<file path="src/rtl/conv_maxpool_pkg.sv">
// Shared types for the convolution / pooling pipeline: geometry defaults, pooling FSM states, signed result type.
// Purely declarative; no logic here beyond a signed max helper.
// No handshake; consumed by conv_maxpool and pool_max4.
package conv_pkg;

    localparam int DATA_W  = 16;
    localparam int ROW_LEN = 6;
    localparam int ROWS    = 6;
    localparam int RCNT_W  = $clog2(ROWS + 1);

    typedef enum logic [1:0] {
        IDLE = 2'd0,
        EVEN = 2'd1,
        ODD  = 2'd2,
        HOLD = 2'd3
    } state_t;

    typedef logic signed [DATA_W-1:0] result_t;
    typedef result_t [ROW_LEN-1:0]    row_t;
    typedef result_t [ROW_LEN/2-1:0]  pool_t;

    function automatic result_t smax(input result_t a, input result_t b);
        return ($signed(a) > $signed(b)) ? a : b;
    endfunction

endpackage

</file>
<file path="src/rtl/conv_maxpool_if.sv">
// Row-in / pooled-row-out handshake bundle between the conv stage, the pooling stage and downstream.
// No latency of its own.
// row_vld/row_rdy and out_vld/out_rdy carry the backpressure.
interface conv_maxpool_if;
    import conv_pkg::*;

    logic  in_st;
    logic  row_vld;
    row_t  row_data;
    logic  row_rdy;
    pool_t dout;
    logic  out_vld;
    logic  out_rdy;
    logic  out_st;

    modport master (
        output in_st, row_vld, row_data, out_rdy,
        input  row_rdy, dout, out_vld, out_st
    );

    modport slave (
        input  in_st, row_vld, row_data, out_rdy,
        output row_rdy, dout, out_vld, out_st
    );
endinterface

</file>
<file path="src/rtl/conv_maxpool_pool_max4.sv">
// pool_max4: signed 4-input max tree; CONV_POOL_RELU_EN clamps negative results to zero.
// Latency: combinational.
// Backpressure: none.
module pool_max4
    import conv_pkg::*;
(
    input  result_t a,
    input  result_t b,
    input  result_t c,
    input  result_t d,
    output result_t y
);
    result_t m;

    always_comb begin
        m = smax(smax(a, b), smax(c, d));
`ifdef CONV_POOL_RELU_EN
        y = (m < 0) ? '0 : m;
`else
        y = m;
`endif
    end
endmodule

</file>
<file path="src/rtl/conv_maxpool.sv">
// conv_maxpool: 2x2 stride-2 max pooling of conv result rows (CONV_POOL_RELU_EN selects ReLU on pooled values).
// Latency: pooled row valid the cycle after its odd input row is accepted; out_st the cycle after the frame's last pooled row is taken.
// Backpressure: row_rdy is low while a pooled row waits on out_rdy; in_st always aborts and restarts the frame.
module conv_maxpool
    import conv_pkg::*;
(
    input  logic          clk,
    input  logic          reset,
    conv_maxpool_if.slave bus
);
    state_t            state_q, state_d;
    logic [RCNT_W-1:0] rcnt_q;
    row_t              even_q;
    pool_t             dout_q;
    pool_t             pooled;
    logic              out_st_q;
    logic              row_rdy_w, out_vld_w;
    logic              row_acc, out_acc, last_row;

    assign row_rdy_w = (state_q == EVEN) || (state_q == ODD);
    assign out_vld_w = (state_q == HOLD);
    assign row_acc   = bus.row_vld && row_rdy_w;
    assign out_acc   = out_vld_w && bus.out_rdy;
    assign last_row  = (rcnt_q == RCNT_W'(ROWS));

    assign bus.row_rdy = row_rdy_w;
    assign bus.out_vld = out_vld_w;
    assign bus.dout    = dout_q;
    assign bus.out_st  = out_st_q;

    // Odd row is pooled straight off the bus against the buffered even row.
    for (genvar k = 0; k < ROW_LEN/2; k++) begin : g_pool
        pool_max4 u_max (
            .a (even_q[2*k]),
            .b (even_q[2*k+1]),
            .c (bus.row_data[2*k]),
            .d (bus.row_data[2*k+1]),
            .y (pooled[k])
        );
    end

    always_comb begin
        state_d = state_q;
        if (bus.in_st) begin
            state_d = EVEN;
        end else begin
            case (state_q)
                IDLE:    state_d = IDLE;
                EVEN:    if (row_acc) state_d = ODD;
                ODD:     if (row_acc) state_d = HOLD;
                HOLD:    if (out_acc) state_d = last_row ? IDLE : EVEN;
                default: state_d = IDLE;
            endcase
        end
    end

    always_ff @(posedge clk or negedge reset) begin
        if (!reset) begin
            state_q <= IDLE;
        end else begin
            state_q <= state_d;
        end
    end

    always_ff @(posedge clk or negedge reset) begin
        if (!reset) begin
            rcnt_q   <= '0;
            even_q   <= '0;
            dout_q   <= '0;
            out_st_q <= 1'b0;
        end else begin
            out_st_q <= 1'b0;
            if (bus.in_st) begin
                rcnt_q <= '0;
                even_q <= '0;
            end else begin
                case (state_q)
                    EVEN: if (row_acc) begin
                        even_q <= bus.row_data;
                        rcnt_q <= rcnt_q + RCNT_W'(1);
                    end
                    ODD: if (row_acc) begin
                        dout_q <= pooled;
                        rcnt_q <= rcnt_q + RCNT_W'(1);
                    end
                    HOLD: if (out_acc && last_row) begin
                        out_st_q <= 1'b1;
                    end
                    default: ;
                endcase
            end
        end
    end
endmodule

</file>
<file path="src/flat_wrapper.sv">
// flat-port wrapper written by rule: the top's interface ports become plain ports
module conv_maxpool_flat import conv_pkg::*;
  (clk, reset, bus_in_st, bus_row_vld, bus_row_data, bus_out_rdy, bus_row_rdy, bus_dout, bus_out_vld, bus_out_st);
  conv_maxpool_if bus_i ();
  input  logic clk;
  input  logic reset;
  input wire logic [$bits(bus_i.in_st)-1:0] bus_in_st;
  input wire logic [$bits(bus_i.row_vld)-1:0] bus_row_vld;
  input wire logic [$bits(bus_i.row_data)-1:0] bus_row_data;
  input wire logic [$bits(bus_i.out_rdy)-1:0] bus_out_rdy;
  output wire logic [$bits(bus_i.row_rdy)-1:0] bus_row_rdy;
  output wire logic [$bits(bus_i.dout)-1:0] bus_dout;
  output wire logic [$bits(bus_i.out_vld)-1:0] bus_out_vld;
  output wire logic [$bits(bus_i.out_st)-1:0] bus_out_st;
  assign bus_i.in_st = bus_in_st;
  assign bus_i.row_vld = bus_row_vld;
  assign bus_i.row_data = bus_row_data;
  assign bus_i.out_rdy = bus_out_rdy;
  assign bus_row_rdy = bus_i.row_rdy;
  assign bus_dout = bus_i.dout;
  assign bus_out_vld = bus_i.out_vld;
  assign bus_out_st = bus_i.out_st;
  conv_maxpool u_core (.clk(clk), .reset(reset), .bus(bus_i));
endmodule
</file>
<file path="config.mk">
export PLATFORM = sky130hd
export DESIGN_NAME = conv_maxpool_flat
export DESIGN_NICKNAME = d
export VERILOG_FILES = /design/src/rtl/conv_maxpool_pkg.sv /design/src/rtl/conv_maxpool_if.sv /design/src/rtl/conv_maxpool_pool_max4.sv /design/src/rtl/conv_maxpool.sv /design/src/flat_wrapper.sv
export SDC_FILE = /design/constraint.sdc
export NUM_CORES = 1
export LEC_CHECK = 0
export CORE_ASPECT_RATIO = 2
export CORE_MARGIN = 2
export CORE_UTILIZATION = 49
export CTS_CLUSTER_DIAMETER = 80
export CTS_CLUSTER_SIZE = 28
export DETAILED_ROUTE_END_ITERATION = 8
export GPL_TIMING_DRIVEN = 0
export HOLD_SLACK_MARGIN = 0.05
export PLACE_DENSITY = 0.73
export REMOVE_ABC_BUFFERS = 1
export SLEW_MARGIN = 20
export SYNTH_ARGS = -nofsm -noshare
export SYNTH_HDL_FRONTEND = slang
export SYNTH_SLANG_ARGS = --single-unit
</file>
<file path="constraint.sdc">
create_clock -name clk -period 5.8 [get_ports clk]
set_clock_uncertainty 0.1 [all_clocks]
set_input_delay 1.74 -clock clk [delete_from_list [all_inputs] [get_ports clk]]
set_output_delay 1.74 -clock clk [all_outputs]
set_load 0.01 [all_outputs]
</file>
==> summary.md, run 1 <==
| Metric | Value |
|---|---|
| Status | `finished, violations left` |
| Failing checks | `setup timing` |
| Critical Path Fanout Max | `8` |
| Switch Pwr | `2.63 mW` |
| Most frequent cell after synthesis | `dfrtp_1` |
| Largest cells by area after synthesis | `dfrtp_1, ha_1, a22o_1, mux2i_1, inv_1` |
| Syn Inst Count | `1052` |
| Worst Path Arrival | `6.09 ns` |
| Syn. warnings | `0` |
| Detailed-placement wirelength estimate | `22900 µm` |
| Register share of total power | `24.0%` |
| Drt total wl | `33000 µm` |
| First drt pass iteration count | `5` |
| Worst VDD drop | `0.421 mV` |
| Maximum buffer depth of the clock tree | `2` |
| FF-to-FF End | `u_core.bus.dout[29]$_DFFE_PN0P_` |
| CP cell instances | `buf_2 > inv_1 > ha_4 > nand4_1 > or4_4 > a21oi_4 > nor4_4 > o22ai_4 > buf_12 > mux2i_4 > ha_4 > nor2b_4 > o211ai_1 > a21oi_4 > a2111oi_4 > o31a_1 > mux2_4 > nand2b_4 > o221ai_2` |
| Core area | `20900 µm²` |
| Layout Nets | `1481` |
| Clk pwr share | `18.7%` |
| Final setup violating endpoints | `14` |
| Critical path class | `in2reg` |
| Worst-margin pin slew | `0.888 ns` |
| Final ANT Viol Nets | `0` |
| Antenna violations before repair | `5` |
| Total Die Area | `22500 µm²` |
| Die H | `210 µm` |
| Logic pwr share | `57.3%` |
| Vias per Instance | `6.09` |
| Crit share post-route | `101%` |
| Slew Limit Fails | `0` |
| Largest net degree at the start of global routing | `87` |
| First DRT Iteration DRCs | `395` |
| Avg Cell Area, Syn | `9.92 µm²` |
| Synthesized area | `10400 µm²` |
| Crit. Startpoint | `bus_row_data[61]` |
| RSZ-0062 raised after global routing | `true` |
| CP endpoint kind | `register` |
| Reg clk slew, reported paths | `0.06 ns` |
| Min cycle time layout | `5.84 ns` |
| Power per cell area | `449 nW/µm²` |
| Post-synth EDFFs | `0` |
| # rows | `75` |
| Count of cell types in the netlist | `57` |
| Worst Hold End | `u_core.bus.dout[34]$_DFFE_PN0P_` |
| Net Sw Frac | `41.3%` |
| Hold Path Depth | `2` |
| Flop-to-flop setup slack | `0.11 ns` |
| # IOs | `152` |
| Fmax achieved | `171 MHz` |
| Final setup margin | `-0.0376 ns` |
| Initial Util | `49.9%` |
| Area Overhead vs Synth | `35.7%` |
| GRT Util Overall | `29.1%` |
| Number of synthesized register bits | `150` |
| Hold Worst Slack | `0.387 ns` |
| WP data required | `6.05 ns` |
| Pint | `3.74 mW` |
| Avg WL per Cell | `21.7 µm` |
| Vias in the first global route | `9786` |
| Worst skew pair latency | `0.44 ns` |
| Final TNS setup | `-0.313 ns` |
| Post-synth top area share | `36.0%` |
| Largest stage delay on the critical path | `0.55 ns` |
| Clock Tree Root | `clkbuf_16` |
| Relative slew slack | `40.8%` |
| Yosys top cell by area | `dfrtp_1` |
| Die Span X | `107 µm` |
| CTS tree | `yes` |
| R2r startpoint | `u_core.even_q[63]$_DFFE_PN0P_` |
| Pre-CTS WS | `-2.48 ns` |
| Fraction of registers with async set or reset after synthesis | `100%` |
| Share of cells above drive strength 1 | `19.4%` |
| Commonest cells in the netlist | `dfrtp_1, ha_1, inv_1` |
| Crit-path slowest cell | `or4_4` |
| Via count | `9238` |
| CTS buffer count | `17` |
| Worst reg2reg path depth | `18` |
| Hold WC Path Type | `reg2reg` |
| Dominant synthesized flop cell | `dfrtp_1` |
| Leakage Power | `7.25 nW` |
| Seq/Total Area, Yosys | `36.0%` |
| # H-tree levels | `4` |
| Global-route wire length before repair | `50300 µm` |
| Port Buffers | `151` |
| Placer congestion estimate | `0.947` |
| # Max-Cap Violations | `0` |
| Final hold viol count | `0` |
| Sink Count | `150` |
| Crit start category | `input port` |
| Drc violations | `0` |
| Hold Startpoint | `u_core.bus.dout[34]$_DFFE_PN0P_` |
| Total grt overflow | `0` |
| Fill cells | `1609` |
layer usage:
layer	share of wire, %	track usage [%]	wire, µm
met5	0.10	0	33
met4	7.3	20.3	2400
met3	4.6	5.19	1510
met2	55	54.4	18100
met1	33	27.8	10900
placed cells by master, fill, tap and decap left out, drive strengths merged, types with 5 or more instances in the layout:
master	synthesis	layout
a21o	31	31
mux2	17	17
clkdlybuf4s50	0	84
nor2b	9	9
a22o	96	96
a21oi	52	52
nor3	5	5
mux2i	83	83
buf	15	67
dlymetal6s2s	0	35
ha	149	149
o21ai	32	32
nor2	34	34
nand2b	7	9
o221ai	33	33
o211ai	7	7
clkbuf	29	33
dlygate4sd2	0	5
nand4	25	25
inv	137	137
dfrtp	150	150
nand2	85	86
nand3	8	8
power groups by stage:
stage               clock [mW]  combinational (mW)  sequential (mW)
floorplan                    0                2.02             1.54
global placement             0                3.10             1.53
detailed placement           0                3.26             1.53
CTS                       1.20                3.49             1.52
global route              1.24                3.95             1.56
finish                    1.19                3.65             1.53
cell type report:
| type | instances | area [µm²] | share of cell area (%) |
|---|---|---|---|
| antenna | 3 | 7.51 | 0.0530 |
| inverter | 137 | 524 | 3.70 |
| timing repair buffer | 201 | 2110 | 14.9 |
| sequential | 150 | 3750 | 26.5 |
| multi-input combinational | 724 | 6800 | 48.0 |
| tap | 269 | 337 | 2.38 |
| clock buffer | 25 | 515 | 3.64 |
| clock inverter | 7 | 115 | 0.813 |
through the flow:
stage | cells | power [mW] | utilization [%] | cell area (µm²)
detailed placement | 1437 | 4.79 | 58.9 | 12300
global placement | 1428 | 4.63 | 57.7 | 12100
CTS | 1498 | 6.21 | 65.2 | 13600
floorplan | 1008 | 3.56 | - | 10200
global route | 1515 | 6.75 | 67.7 | 14200
finish | 1516 | 6.37 | 67.7 | 14200
registers in the layout (all words and copies together), names as in the netlist:
signal / flops
u_core.rcnt_q: 3
u_core.bus.dout: 48
u_core.state_q: 2
u_core.bus.out_st: 1
u_core.even_q: 96
cell families after synthesis:
kind of cell	synth area share, %
AO/OA/AOI/OAI	20.6
XOR/XNOR	0.168
adder cells (fa/ha/maj)	17.9
buffers and inverters	6.97
flip-flops	36.0
multiplexers	9.83
AND/OR/NAND/NOR	8.57
critical path, delay by kind of cell:
kind                       cells  cell delay, ns
adders and majority gates      2            0.49
AOI/OAI and AO/OA              7            1.67
buffers and inverters          3            0.35
and+or+nand+nor                5            1.20
muxes                          2            0.62
worst max-delay path by stage:
stage,endpoint,slack [ns],cells past startpoint
after detailed placement,u_core.bus.dout[28]$_DFFE_PN0P_,-2.48,18
after CTS,u_core.bus.dout[29]$_DFFE_PN0P_,0.001,18
final,u_core.bus.dout[29]$_DFFE_PN0P_,-0.04,19
after floorplan,u_core.bus.dout[32]$_DFFE_PN0P_,-1.37,15
after global routing,u_core.bus.dout[29]$_DFFE_PN0P_,-0.13,18
after global placement,u_core.bus.dout[32]$_DFFE_PN0P_,-4.32,16
repair_timing:
action                                  4_1_cts  5_1_grt
endpoints found under the hold margin         0        0
pin swaps                                    43       54
gates resized for setup                     168      135
hold buffers                                  0        0
setup buffers                                26       16
gates cloned                                  3        1
endpoints found under the setup margin       48       48
No activity file was read; power rests on OpenSTA's default activity.
==> run 2, diff against run 1 <==
--- a/config.mk
+++ b/config.mk
@@ -7,13 +7,14 @@
 export LEC_CHECK = 0
 export CORE_ASPECT_RATIO = 2
 export CORE_MARGIN = 2
-export CORE_UTILIZATION = 49
+export CORE_UTILIZATION = 55
 export CTS_CLUSTER_DIAMETER = 80
 export CTS_CLUSTER_SIZE = 28
 export DETAILED_ROUTE_END_ITERATION = 8
 export GPL_TIMING_DRIVEN = 0
 export HOLD_SLACK_MARGIN = 0.05
-export PLACE_DENSITY = 0.73
+export MAX_ROUTING_LAYER = met4
+export PLACE_DENSITY = 0.81
 export REMOVE_ABC_BUFFERS = 1
 export SLEW_MARGIN = 20
 export SYNTH_ARGS = -nofsm -noshare
==> run 2 against run 1 <==
Cell count is 0.53% lower. Highest routed layer is now met4. Largest power group unchanged. The flow still finishes with violations (setup timing). Critical path depth is 1 higher. Count of clock-buffer cells in the layout is 3 lower. Sequential cell count stayed put. Register-to-register slack better by 0.42 ns.
==> summary.md, run 2 (synthesis results as in run 1) <==
| Metric | Value |
|---|---|
| Status | `finished, violations left` |
| Failing checks | `setup timing` |
| Via count | `9624 (+4.2%)` |
| Hold Path Depth | `2 (unchanged)` |
| Initial Util | `55.7% (+5.8 points)` |
| # rows | `71 (-5.3%)` |
| Fmax achieved | `168 MHz (-2.0%)` |
| Worst path buffer plus inverter count | `4 (+1)` |
| CTS tree | `yes` |
| Max reg flops | `96 (unchanged)` |
| CP cell instances | `clkdlybuf4s50_1 > inv_1 > ha_1 > nand4_1 > nor2_2 > a311oi_2 > a21oi_2 > nor3_4 > buf_8 > mux2i_4 > ha_4 > a21o_1 > a21oi_1 > o221ai_1 > a221oi_2 > mux2i_1 > a21oi_2 > buf_4 > nand2b_4 > o221ai_2` |
| Worst VDD drop | `0.381 mV (-9.4%)` |
| CP most frequent cell | `a21oi_2` |
| Die H | `199 µm (-5.5%)` |
| # IOs | `152 (unchanged)` |
| Total Die Area | `20200 µm² (-11%)` |
| Vias in the first global route | `9537 (-2.5%)` |
| Drt total wl | `33700 µm (+2.2%)` |
| Drc violations | `0 (unchanged)` |
| FF-to-FF End | `u_core.bus.dout[30]$_DFFE_PN0P_` |
| Area Overhead vs Synth | `36.2%` |
| Relative slew slack | `36.5% (-4.3 points)` |
| Most common cell after layout, fill and taps aside | `dfrtp_1` |
| CP endpoint kind | `register` |
| GRT Util Overall | `32.1% (+3.0 points)` |
| Reg clk slew, reported paths | `0.06 ns (about the same)` |
| Final instance area | `14200 µm² (+0.31%)` |
| Register name with the most flops | `u_core.even_q` |
| Slew Limit Fails | `0 (unchanged)` |
| Leakage Power | `7.25 nW (about the same)` |
| Critical path class | `in2reg` |
| First DRT Iteration DRCs | `573 (+45%)` |
| Critical path's top delay family | `compound AO/OA/AOI/OAI gates` |
| Worst Path Arrival | `6.20 ns (+0.11 ns)` |
| Antenna violations before repair | `1 (-4)` |
| Fill cells | `1123 (-30%)` |
| Final setup violating endpoints | `31 (+17)` |
| Port Buffers | `151 (unchanged)` |
| Worst Hold End | `u_core.bus.dout[13]$_DFFE_PN0P_` |
| Hold-fix buffers, CTS | `0 (unchanged)` |
| Core area | `18700 µm² (-10%)` |
| Maximum buffer depth of the clock tree | `2 (unchanged)` |
| Wire length on met1 | `11300 µm (+3.8%)` |
| Pwr Total | `6.64 mW (+4.3%)` |
| Final hold viol count | `0 (unchanged)` |
| Met2 wire len | `18000 µm (-0.56%)` |
| Share of cells above drive strength 1 | `20.5% (+1.2 points)` |
| Placer congestion estimate | `0.954 (+0.73%)` |
| Clock Tree Root | `clkbuf_16` |
| Flop-to-flop setup slack | `0.53 ns (+0.42 ns)` |
| Register area | `3750 µm² (unchanged)` |
| Min cycle time layout | `5.95 ns (+0.116 ns)` |
| Sink Count | `150 (unchanged)` |
| Worst-margin pin slew | `0.952 ns (+0.0638 ns)` |
| First drt pass iteration count | `5 (unchanged)` |
| Power per cell area | `467 nW/µm² (+4.0%)` |
| Largest net degree at the start of global routing | `87 (unchanged)` |
| Vias per Instance | `6.38 (+4.7%)` |
| # Max-Cap Violations | `0 (unchanged)` |
| Global-route wire length before repair | `48200 µm (-4.2%)` |
| Worst skew pair latency | `0.44 ns (about the same)` |
| Die Span X | `101 µm (-5.4%)` |
| Worst reg2reg path depth | `20 (+2)` |
| Met3 Wirelength | `2020 µm (+34%)` |
| Layout Nets | `1490 (+0.61%)` |
| Top routing layer in use | `met4` |
| Crit share post-route | `103% (+2.0 points)` |
| Final ANT Viol Nets | `0 (unchanged)` |
| Crit start category | `input port` |
| Hold WC Path Type | `reg2reg` |
| Total grt overflow | `0 (unchanged)` |
| # H-tree levels | `4 (unchanged)` |
| WP data required | `6.05 ns (about the same)` |
| Avg WL per Cell | `22.3 µm (+2.7%)` |
| CTS buffer count | `17 (unchanged)` |
| Largest stage delay on the critical path | `0.53 ns (-0.02 ns)` |
| Multi-input logic area | `6850 µm² (+0.74%)` |
| R2r startpoint | `u_core.even_q[57]$_DFFE_PN0P_` |
| Final setup margin | `-0.154 ns (-0.116 ns)` |
| Crit-path slowest cell | `clkdlybuf4s50_1` |
| Placed cell areas | `12300 µm² (about the same)` |
| Commonest non-fill, non-tap cells in the layout | `dfrtp_1, inv_1, ha_1` |
| Detailed-placement wirelength estimate | `21600 µm (-5.9%)` |
| Critical Path Fanout Max | `8 (unchanged)` |
| Hold Startpoint | `u_core.bus.dout[13]$_DFFE_PN0P_` |
run 2: layout make-up:
type / instances / area share [%]
Antenna cell: 1 / 0.0176
Clock buffer: 22 / 3.34
Clock inverter: 9 / 0.881
Inverter: 137 / 3.67
Multi-Input combinational cell: 724 / 48.2
Sequential cell: 150 / 26.4
Tap cell: 255 / 2.25
Timing Repair Buffer: 210 / 15.2
run 2: through the flow:
stage | setup slack [ns] | utilization (%) | std cells | TNS (ns) | hold WS [ns]
2_1_floorplan | -1.37 | - | 1008 | -45.25 | 0.392
4_1_cts | 0.00339 | 71.3 | 1476 | 0 | 0.390
6_report | -0.154 | 75.8 | 1508 | -2.25 | 0.393
3_5_place_dp | -2.32 | 65.8 | 1423 | -80.61 | 0.376
3_3_place_gp | -3.96 | 64.3 | 1414 | -955.39 | 0.372
5_1_grt | -0.296 | 75.8 | 1508 | -5.94 | 0.419
run 2: report_power, final:
part           internal (mW)  switching (mW)
logic                   1.90            2.06
clock network          0.705           0.449
registers               1.31           0.216
run 2: repair_timing:
item,4_1_cts,5_1_grt
endpoints found under the setup margin,48,48
pin swaps,20,50
gates resized for setup,83,197
gates cloned,2,1
setup buffers,20,30
run 2: worst min-delay path, delay by kind of cell (launching register included):
family	cells	cell delay, ns
simple gates	1	0.06
compound gates	1	0.05
flops	1	0.34
run 2: metal layers:
| layer | up-vias | global-route usage, % |
|---|---|---|
| met1 | 4727 | 32.5 |
| met3 | 179 | 5.83 |
| met2 | 478 | 57.0 |
| li1 | 4240 | - |
| met4 | 0 | 17.9 |
| met5 | - | - |
run 2: worst max-delay path by stage:
stage | start | end | slack, ns | cells after the start
floorplan | bus_row_data[94] | u_core.bus.dout[32]$_DFFE_PN0P_ | -1.37 | 15
global placement | bus_row_data[95] | u_core.bus.dout[32]$_DFFE_PN0P_ | -3.96 | 16
detailed placement | bus_row_data[57] | u_core.bus.dout[25]$_DFFE_PN0P_ | -2.32 | 19
CTS | bus_row_data[86] | u_core.bus.dout[32]$_DFFE_PN0P_ | 0.003 | 18
global route | bus_row_data[24] | u_core.bus.dout[1]$_DFFE_PN0P_ | -0.30 | 20
finish | bus_row_data[24] | u_core.bus.dout[1]$_DFFE_PN0P_ | -0.15 | 20
